### config.mk
export PLATFORM = sky130hd
export DESIGN_NAME = coeff_serializer
export DESIGN_NICKNAME = d
export VERILOG_FILES = /design/src/rtl/fir_pkg.sv /design/src/rtl/coeff_bank.sv /design/src/rtl/coeff_serializer.sv
export SDC_FILE = /design/constraint.sdc
export NUM_CORES = 1
export LEC_CHECK = 0
export ABC_AREA = 1
export CORE_UTILIZATION = 50
export DETAILED_ROUTE_END_ITERATION = 10
export GPL_TIMING_DRIVEN = 0
export PLACE_DENSITY_LB_ADDON = 0.25
export SLEW_MARGIN = 20
export SYNTH_ARGS = -nofsm -noshare
export SYNTH_HDL_FRONTEND = slang
export SYNTH_HIERARCHICAL = 1
export SYNTH_SLANG_ARGS = --single-unit
### constraint.sdc
create_clock -name clk -period 3.6 [get_ports clk]
set_clock_uncertainty 0.15 [all_clocks]
set_input_delay 0.72 -clock clk [delete_from_list [all_inputs] [get_ports clk]]
set_output_delay 0.72 -clock clk [all_outputs]
set_load 0.01 [all_outputs]
### src/rtl/fir_pkg.sv
// Shared FIR definitions: coefficient serializer FSM states and the tap-to-coefficient helper.
package fir_pkg;

    typedef enum logic [1:0] {
        IDLE,
        WAIT,
        SHIFT,
        DONE
    } fir_state_e;

    // A symmetric filter with an odd tap count stores only the unique half plus the centre tap.
    function automatic int ncoeffs(input int n_taps);
        return (n_taps + 1) / 2;
    endfunction

endpackage

### src/rtl/coeff_bank.sv
// Coefficient storage with address-checked write port and a write-through snapshot for download.
// Optional readback port enabled by COEFF_SERIALIZER_READBACK_EN.
module coeff_bank #(
    parameter int DataWidth = 12,
    parameter int NCoeffs   = 5,
    parameter int AddrWidth = 3
) (
    input  logic                          clk,
    input  logic                          rst,
    input  logic                          wr_en,
    input  logic [AddrWidth-1:0]          wr_addr,
    input  logic [DataWidth-1:0]          wr_data,
    output logic                          addr_valid,
`ifdef COEFF_SERIALIZER_READBACK_EN
    input  logic [AddrWidth-1:0]          rd_addr,
    output logic [DataWidth-1:0]          rd_data,
`endif
    output logic [NCoeffs*DataWidth-1:0]  snapshot
);

    localparam logic [AddrWidth:0] AddrLimit = (AddrWidth + 1)'(NCoeffs);

    logic [DataWidth-1:0] words [NCoeffs];
    logic                 wr_fire;

    assign addr_valid = ({1'b0, wr_addr} < AddrLimit);
    assign wr_fire    = wr_en && addr_valid;

    always_ff @(posedge clk) begin
        if (rst) begin
            for (int i = 0; i < NCoeffs; i++) begin
                words[i] <= '0;
            end
        end else if (wr_fire) begin
            words[wr_addr] <= wr_data;
        end
    end

    // The snapshot forwards a same-cycle write so a download started alongside it sends the new word.
    always_comb begin
        snapshot = '0;
        for (int i = 0; i < NCoeffs; i++) begin
            snapshot[i*DataWidth +: DataWidth] =
                (wr_fire && (int'(wr_addr) == i)) ? wr_data : words[i];
        end
    end

`ifdef COEFF_SERIALIZER_READBACK_EN
    assign rd_data = ({1'b0, rd_addr} < AddrLimit) ? words[rd_addr] : '0;
`endif

endmodule

### src/rtl/coeff_serializer.sv
// Loads a coefficient bank and streams it bit-serially into the FIR filter, word NCoeffs-1 first, MSB first.
// Defining COEFF_SERIALIZER_READBACK_EN adds the rd_addr/rd_data readback port.
module coeff_serializer
    import fir_pkg::*;
#(
    parameter int  DataWidth = 12,
    parameter int  NTaps     = 9,
    localparam int NCoeffs   = ncoeffs(NTaps),
    localparam int AddrWidth = (NCoeffs > 1) ? $clog2(NCoeffs) : 1
) (
    input  logic                 clk,
    input  logic                 rst,
    input  logic                 wr_en,
    input  logic [AddrWidth-1:0] wr_addr,
    input  logic [DataWidth-1:0] wr_data,
    output logic                 wr_err,
    input  logic                 load_req,
    input  logic                 fir_busy,
`ifdef COEFF_SERIALIZER_READBACK_EN
    input  logic [AddrWidth-1:0] rd_addr,
    output logic [DataWidth-1:0] rd_data,
`endif
    output logic                 busy,
    output logic                 load_done,
    output logic                 coeff_load_out,
    output logic                 coeff_out
);

    localparam int TotalBits = NCoeffs * DataWidth;
    localparam int BitWidth  = (DataWidth > 1) ? $clog2(DataWidth) : 1;
    localparam logic [BitWidth-1:0]  BitMax  = BitWidth'(DataWidth - 1);
    localparam logic [AddrWidth-1:0] WordMax = AddrWidth'(NCoeffs - 1);

    generate
        if (NTaps % 2 == 0) begin : g_even_ntaps
            $error("coeff_serializer: NTaps must be odd");
        end
    endgenerate

    fir_state_e             state;
    logic [TotalBits-1:0]   shreg;
    logic [TotalBits-1:0]   snapshot;
    logic [BitWidth-1:0]    bit_cnt;
    logic [AddrWidth-1:0]   word_cnt;
    logic                   addr_valid;
    logic                   bank_wr_en;
    logic                   start_shift;
    logic                   last_bit;

    assign bank_wr_en  = wr_en && (state == IDLE);
    assign start_shift = ((state == IDLE) && load_req && !fir_busy) ||
                         ((state == WAIT) && !fir_busy);
    assign last_bit    = (word_cnt == '0) && (bit_cnt == '0);

    coeff_bank #(
        .DataWidth (DataWidth),
        .NCoeffs   (NCoeffs),
        .AddrWidth (AddrWidth)
    ) u_bank (
        .clk        (clk),
        .rst        (rst),
        .wr_en      (bank_wr_en),
        .wr_addr    (wr_addr),
        .wr_data    (wr_data),
        .addr_valid (addr_valid),
`ifdef COEFF_SERIALIZER_READBACK_EN
        .rd_addr    (rd_addr),
        .rd_data    (rd_data),
`endif
        .snapshot   (snapshot)
    );

    // The counters track the bit currently on coeff_out, so word 0 bit 0 marks the final SHIFT cycle.
    always_ff @(posedge clk) begin
        if (rst) begin
            state          <= IDLE;
            busy           <= 1'b0;
            wr_err         <= 1'b0;
            load_done      <= 1'b0;
            coeff_load_out <= 1'b0;
            coeff_out      <= 1'b0;
            shreg          <= '0;
            bit_cnt        <= '0;
            word_cnt       <= '0;
        end else begin
            wr_err    <= wr_en && ((state != IDLE) || !addr_valid);
            load_done <= 1'b0;
            if (start_shift) begin
                state          <= SHIFT;
                busy           <= 1'b1;
                coeff_load_out <= 1'b1;
                coeff_out      <= snapshot[TotalBits-1];
                shreg          <= {snapshot[TotalBits-2:0], 1'b0};
                bit_cnt        <= BitMax;
                word_cnt       <= WordMax;
            end else begin
                case (state)
                    IDLE: begin
                        if (load_req) begin
                            state <= WAIT;
                            busy  <= 1'b1;
                        end
                    end
                    WAIT: begin
                        busy <= 1'b1;
                    end
                    SHIFT: begin
                        if (last_bit) begin
                            state          <= DONE;
                            coeff_load_out <= 1'b0;
                            coeff_out      <= 1'b0;
                            load_done      <= 1'b1;
                        end else begin
                            coeff_out <= shreg[TotalBits-1];
                            shreg     <= {shreg[TotalBits-2:0], 1'b0};
                            if (bit_cnt == '0) begin
                                bit_cnt  <= BitMax;
                                word_cnt <= word_cnt - 1'b1;
                            end else begin
                                bit_cnt <= bit_cnt - 1'b1;
                            end
                        end
                    end
                    DONE: begin
                        state <= IDLE;
                        busy  <= 1'b0;
                    end
                    default: begin
                        state <= IDLE;
                        busy  <= 1'b0;
                    end
                endcase
            end
        end
    end

endmodule

==> results.sh <==
export IMPL_dominantRegCellSynth="sky130_fd_sc_hd__dfxtp_1"
export IMPL_fillerInstances=1277
export IMPL_dp_hpwl_mm=12.6
export IMPL_max_slew_margin_rel_pct=40.4
export IMPL_drt_initial_drc_count=622
export IMPL_cts_reportedPaths_clkPinSlew_ns=0.06
export IMPL_drc=0
export IMPL_fraction_of_the_yosys_area_taken_by_sequential_cells_pct=47.7
export IMPL_pre_cts_ws_ns=-0.000538
export IMPL_clock_net_sink_count=133
export IMPL_placedCellCount=1118
export IMPL_grt_pass1_wl_mm=28.4
export IMPL_overflow=0
export IMPL_rows=42
export IMPL_worstSetupPathType="in -> reg"
export IMPL_critPathMaxStageDelay_ns=0.68
export IMPL_cts_htree_levels=4
export IMPL_critical_path_start_type="input pin"
export IMPL_antennaDiodeCount=0
export IMPL_slowest_stage_cell_on_the_critical_path="sky130_fd_sc_hd__nor3_1"
export IMPL_worst_hold_slack_ns=0.309
export IMPL_top_level_ports=25
export IMPL_post_synth_edffs=60
export IMPL_worst_slew_pin_slew_ns=0.888
export IMPL_floorplan_die_width_um=119
export IMPL_gp_congestion=0.838
export IMPL_sequential_cell_area_um2=3260
export IMPL_utilization_after_layout_pct=59.3
export IMPL_non_filler_instance_count_after_layout=1150
export IMPL_maximum_ir_drop_on_the_vdd_rail_uv=304
export IMPL_flow_area_growth_from_synthesis_pct=15.2
export IMPL_numCtsBuffers=17
export IMPL_finalWirelength_mm=17.6
export IMPL_yosys_cell_count_top_type="sky130_fd_sc_hd__nand2_1"
export IMPL_pin_count_of_the_biggest_net_entering_global_routing=17
export IMPL_yosys_top_cells_area="sky130_fd_sc_hd__edfxtp_1 (26%), sky130_fd_sc_hd__dfxtp_1 (21%), sky130_fd_sc_hd__nand2_1 (21%)"
export IMPL_dpl_cell_area_um2=7280
export IMPL_finalWorstSetupSlack_ns=0.401
export IMPL_power_switching_share_pct=26.1
export IMPL_maxClockFrequency_ghz=0.313
export IMPL_ctsHoldBuffers=0
export IMPL_synthDistinctLibCells=26
export IMPL_critical_path_arrival_ns=3.11
export IMPL_wl_per_cell_um=15.3
export IMPL_drive_gt1_share_pct=11.6
export IMPL_height_of_the_chip_um=119
export IMPL_syn_num_nets=945
export IMPL_setup_repair_after_global_routing_missed_its_margin="no"
export IMPL_cts_max_path_bufs=2
export IMPL_post_synth_cell_area_avg_um2=7.43
export IMPL_number_of_buffers_added_on_ports=21
export IMPL_worstPathMaxFanout=12
export IMPL_report_final_setup_viol=0
export IMPL_holdCritPathClass="reg -> reg"
export IMPL_avgViaCountPerCell=5.25
export IMPL_cts_setup_buffers=0
export IMPL_finalCritPeriodShare_pct=88.9
export IMPL_fin_area_um2=7890
export IMPL_synth_async_reset_ratio_pct=0
export IMPL_power_density_cell_area_nw_per_um2=504
export IMPL_synth_largest_type_area_fraction_pct=26.3
export IMPL_yosys_top_cells_count="sky130_fd_sc_hd__nand2_1 (388), sky130_fd_sc_hd__nand3_1 (128), sky130_fd_sc_hd__dfxtp_1 (73)"
export IMPL_detailroute_via_count=6032
export IMPL_final_number_of_max_transition_violations=0
export IMPL_run_status="finished, final reports clean"
export IMPL_synth_seq_cells=133
export IMPL_cell_at_the_root_of_the_clock_tree="sky130_fd_sc_hd__clkbuf_16"
export IMPL_grt_usage_pct=26.3
export IMPL_die_area_um2=14200
export IMPL_final_antenna_net_count=0
export IMPL_grt_antenna_before_repair=0
export IMPL_multi_input_comb_area_um2=3040
export IMPL_vias_in_the_first_global_route=5506
export IMPL_final_hold_violation_count=0
export IMPL_leakage_power_nw=3.54
export IMPL_data_required_time_at_the_worst_endpoint_ns=3.51
export IMPL_worstSkewPairLatency_ns=0.43
export IMPL_combinationalPowerShare_pct=13.6
export IMPL_intPower_mw=2.93
export IMPL_final_period_minus_worst_setup_slack_ns=3.20
export IMPL_p_seq_share_pct=42.2
export IMPL_critical_path_cell_chain="clkdlybuf4s50_1 > inv_1 > nor3_1 > inv_2 > nor2_8 > nand2_2 > buf_2 > nand2_1"
export IMPL_clock_power_share_pct=44.2
export IMPL_synthesis_yosys_warnings=6
export IMPL_maxCapViolCount=0
export IMPL_synth_largest_area_cell="sky130_fd_sc_hd__edfxtp_1"
export IMPL_initial_utilization_pct=51.5
export IMPL_core_um2=13300
export IMPL_finalNetCount=985
export IMPL_synthCells=921
export IMPL_cts_resized=0
export IMPL_cts_tree="yes"
export IMPL_cp_end_kind="register"
export IMPL_post_synthesis_cell_area_um2=6850
export IMPL_p_switching_mw=1.04
export IMPL_drtPass1Iterations=5
power groups by stage:
stage | logic [mW] | clock network [mW] | registers [mW]
after floorplan | 0.370 | 0 | 1.70
after global placement | 0.529 | 0 | 1.70
after detailed placement | 0.533 | 0 | 1.70
after CTS | 0.536 | 1.77 | 1.67
after global routing | 0.598 | 1.83 | 1.68
final | 0.540 | 1.76 | 1.67
registers in the layout, indices dropped and copies added (netlist names):
signal / flops
bit_cnt: 4
word_cnt: 3
u_bank/words: 60
coeff_out: 1
load_done: 1
wr_err: 1
busy: 1
state: 2
shreg: 59
coeff_load_out: 1
critical path, delay by kind of cell:
kind                   cells  cell delay, ns
AND/OR/NAND/NOR            4            1.42
buffers and inverters      4            0.97
layout make-up:
type	count	share of cell area, %
Buffer	62	5.01
Clock buffer	25	6.96
Clock inverter	7	0.777
Inverter	39	1.86
Multi-Input combinational cell	687	38.6
Sequential cell	133	41.4
Tap cell	176	2.79
Timing Repair Buffer	21	2.67
logic make-up after synthesis:
family,Yosys count,share of synthesized area [%]
simple gates,610,38.2
flops,133,47.7
buf+inv,101,7.91
compound gates,71,5.25
fa+ha+maj,4,0.731
xor+xnor,2,0.256
routing by layer:
metal  up-vias  global-route usage, %  share of wire [%]
met5         -                      0                  0
met4         0                   11.3                2.9
met3        40                   4.45                5.6
met2       197                   40.1                 46
met1      2741                   36.6                 45
li1       3054                      -                  -
cell usage in the layout, fill, tap and decap left out:
master and n:
sky130_fd_sc_hd__nand2_4 2, sky130_fd_sc_hd__clkdlybuf4s50_1 21, sky130_fd_sc_hd__clkbuf_16 20, sky130_fd_sc_hd__buf_6 9, sky130_fd_sc_hd__nand3_2 3, sky130_fd_sc_hd__dfxtp_1 73
sky130_fd_sc_hd__xor2_1 2, sky130_fd_sc_hd__inv_1 32, sky130_fd_sc_hd__a21oi_1 66, sky130_fd_sc_hd__inv_2 7, sky130_fd_sc_hd__nor2_4 4, sky130_fd_sc_hd__nor3_1 14
sky130_fd_sc_hd__a311oi_1 1, sky130_fd_sc_hd__ha_1 4, sky130_fd_sc_hd__nor2_8 3, sky130_fd_sc_hd__or2_2 1, sky130_fd_sc_hd__buf_1 1, sky130_fd_sc_hd__nand3_4 1
sky130_fd_sc_hd__nand2_2 6, sky130_fd_sc_hd__buf_4 15, sky130_fd_sc_hd__edfxtp_1 60, sky130_fd_sc_hd__nand3_1 128, sky130_fd_sc_hd__nand2_1 388, sky130_fd_sc_hd__buf_2 31
sky130_fd_sc_hd__nor2_2 1, sky130_fd_sc_hd__inv_4 1, sky130_fd_sc_hd__bufinv_16 1, sky130_fd_sc_hd__clkinv_2 5, sky130_fd_sc_hd__clkbuf_8 3, sky130_fd_sc_hd__o21ai_0 4
sky130_fd_sc_hd__clkbuf_1 8, sky130_fd_sc_hd__nor2_1 59
final timing paths:
kind | startpoint | end | slack, ns | depth (start not counted)
setup / recovery | wr_en | u_bank/words[0][6] | 0.40 | 8
hold / removal | shreg[1] | shreg[1] | 0.31 | 2
setup reg to reg | state[1] | u_bank/words[0][6] | 0.82 | 6
hold reg to reg | shreg[1] | shreg[1] | 0.31 | 2
metrics by stage:
stage / total power, mW / setup TNS [ns]
after detailed placement: 2.24 / -0.00407
after CTS: 3.98 / 0
after floorplan: 2.07 / 0
after global placement: 2.23 / 0
after global routing: 4.11 / 0
final: 3.97 / 0
No activity file was read; power rests on OpenSTA's default activity.
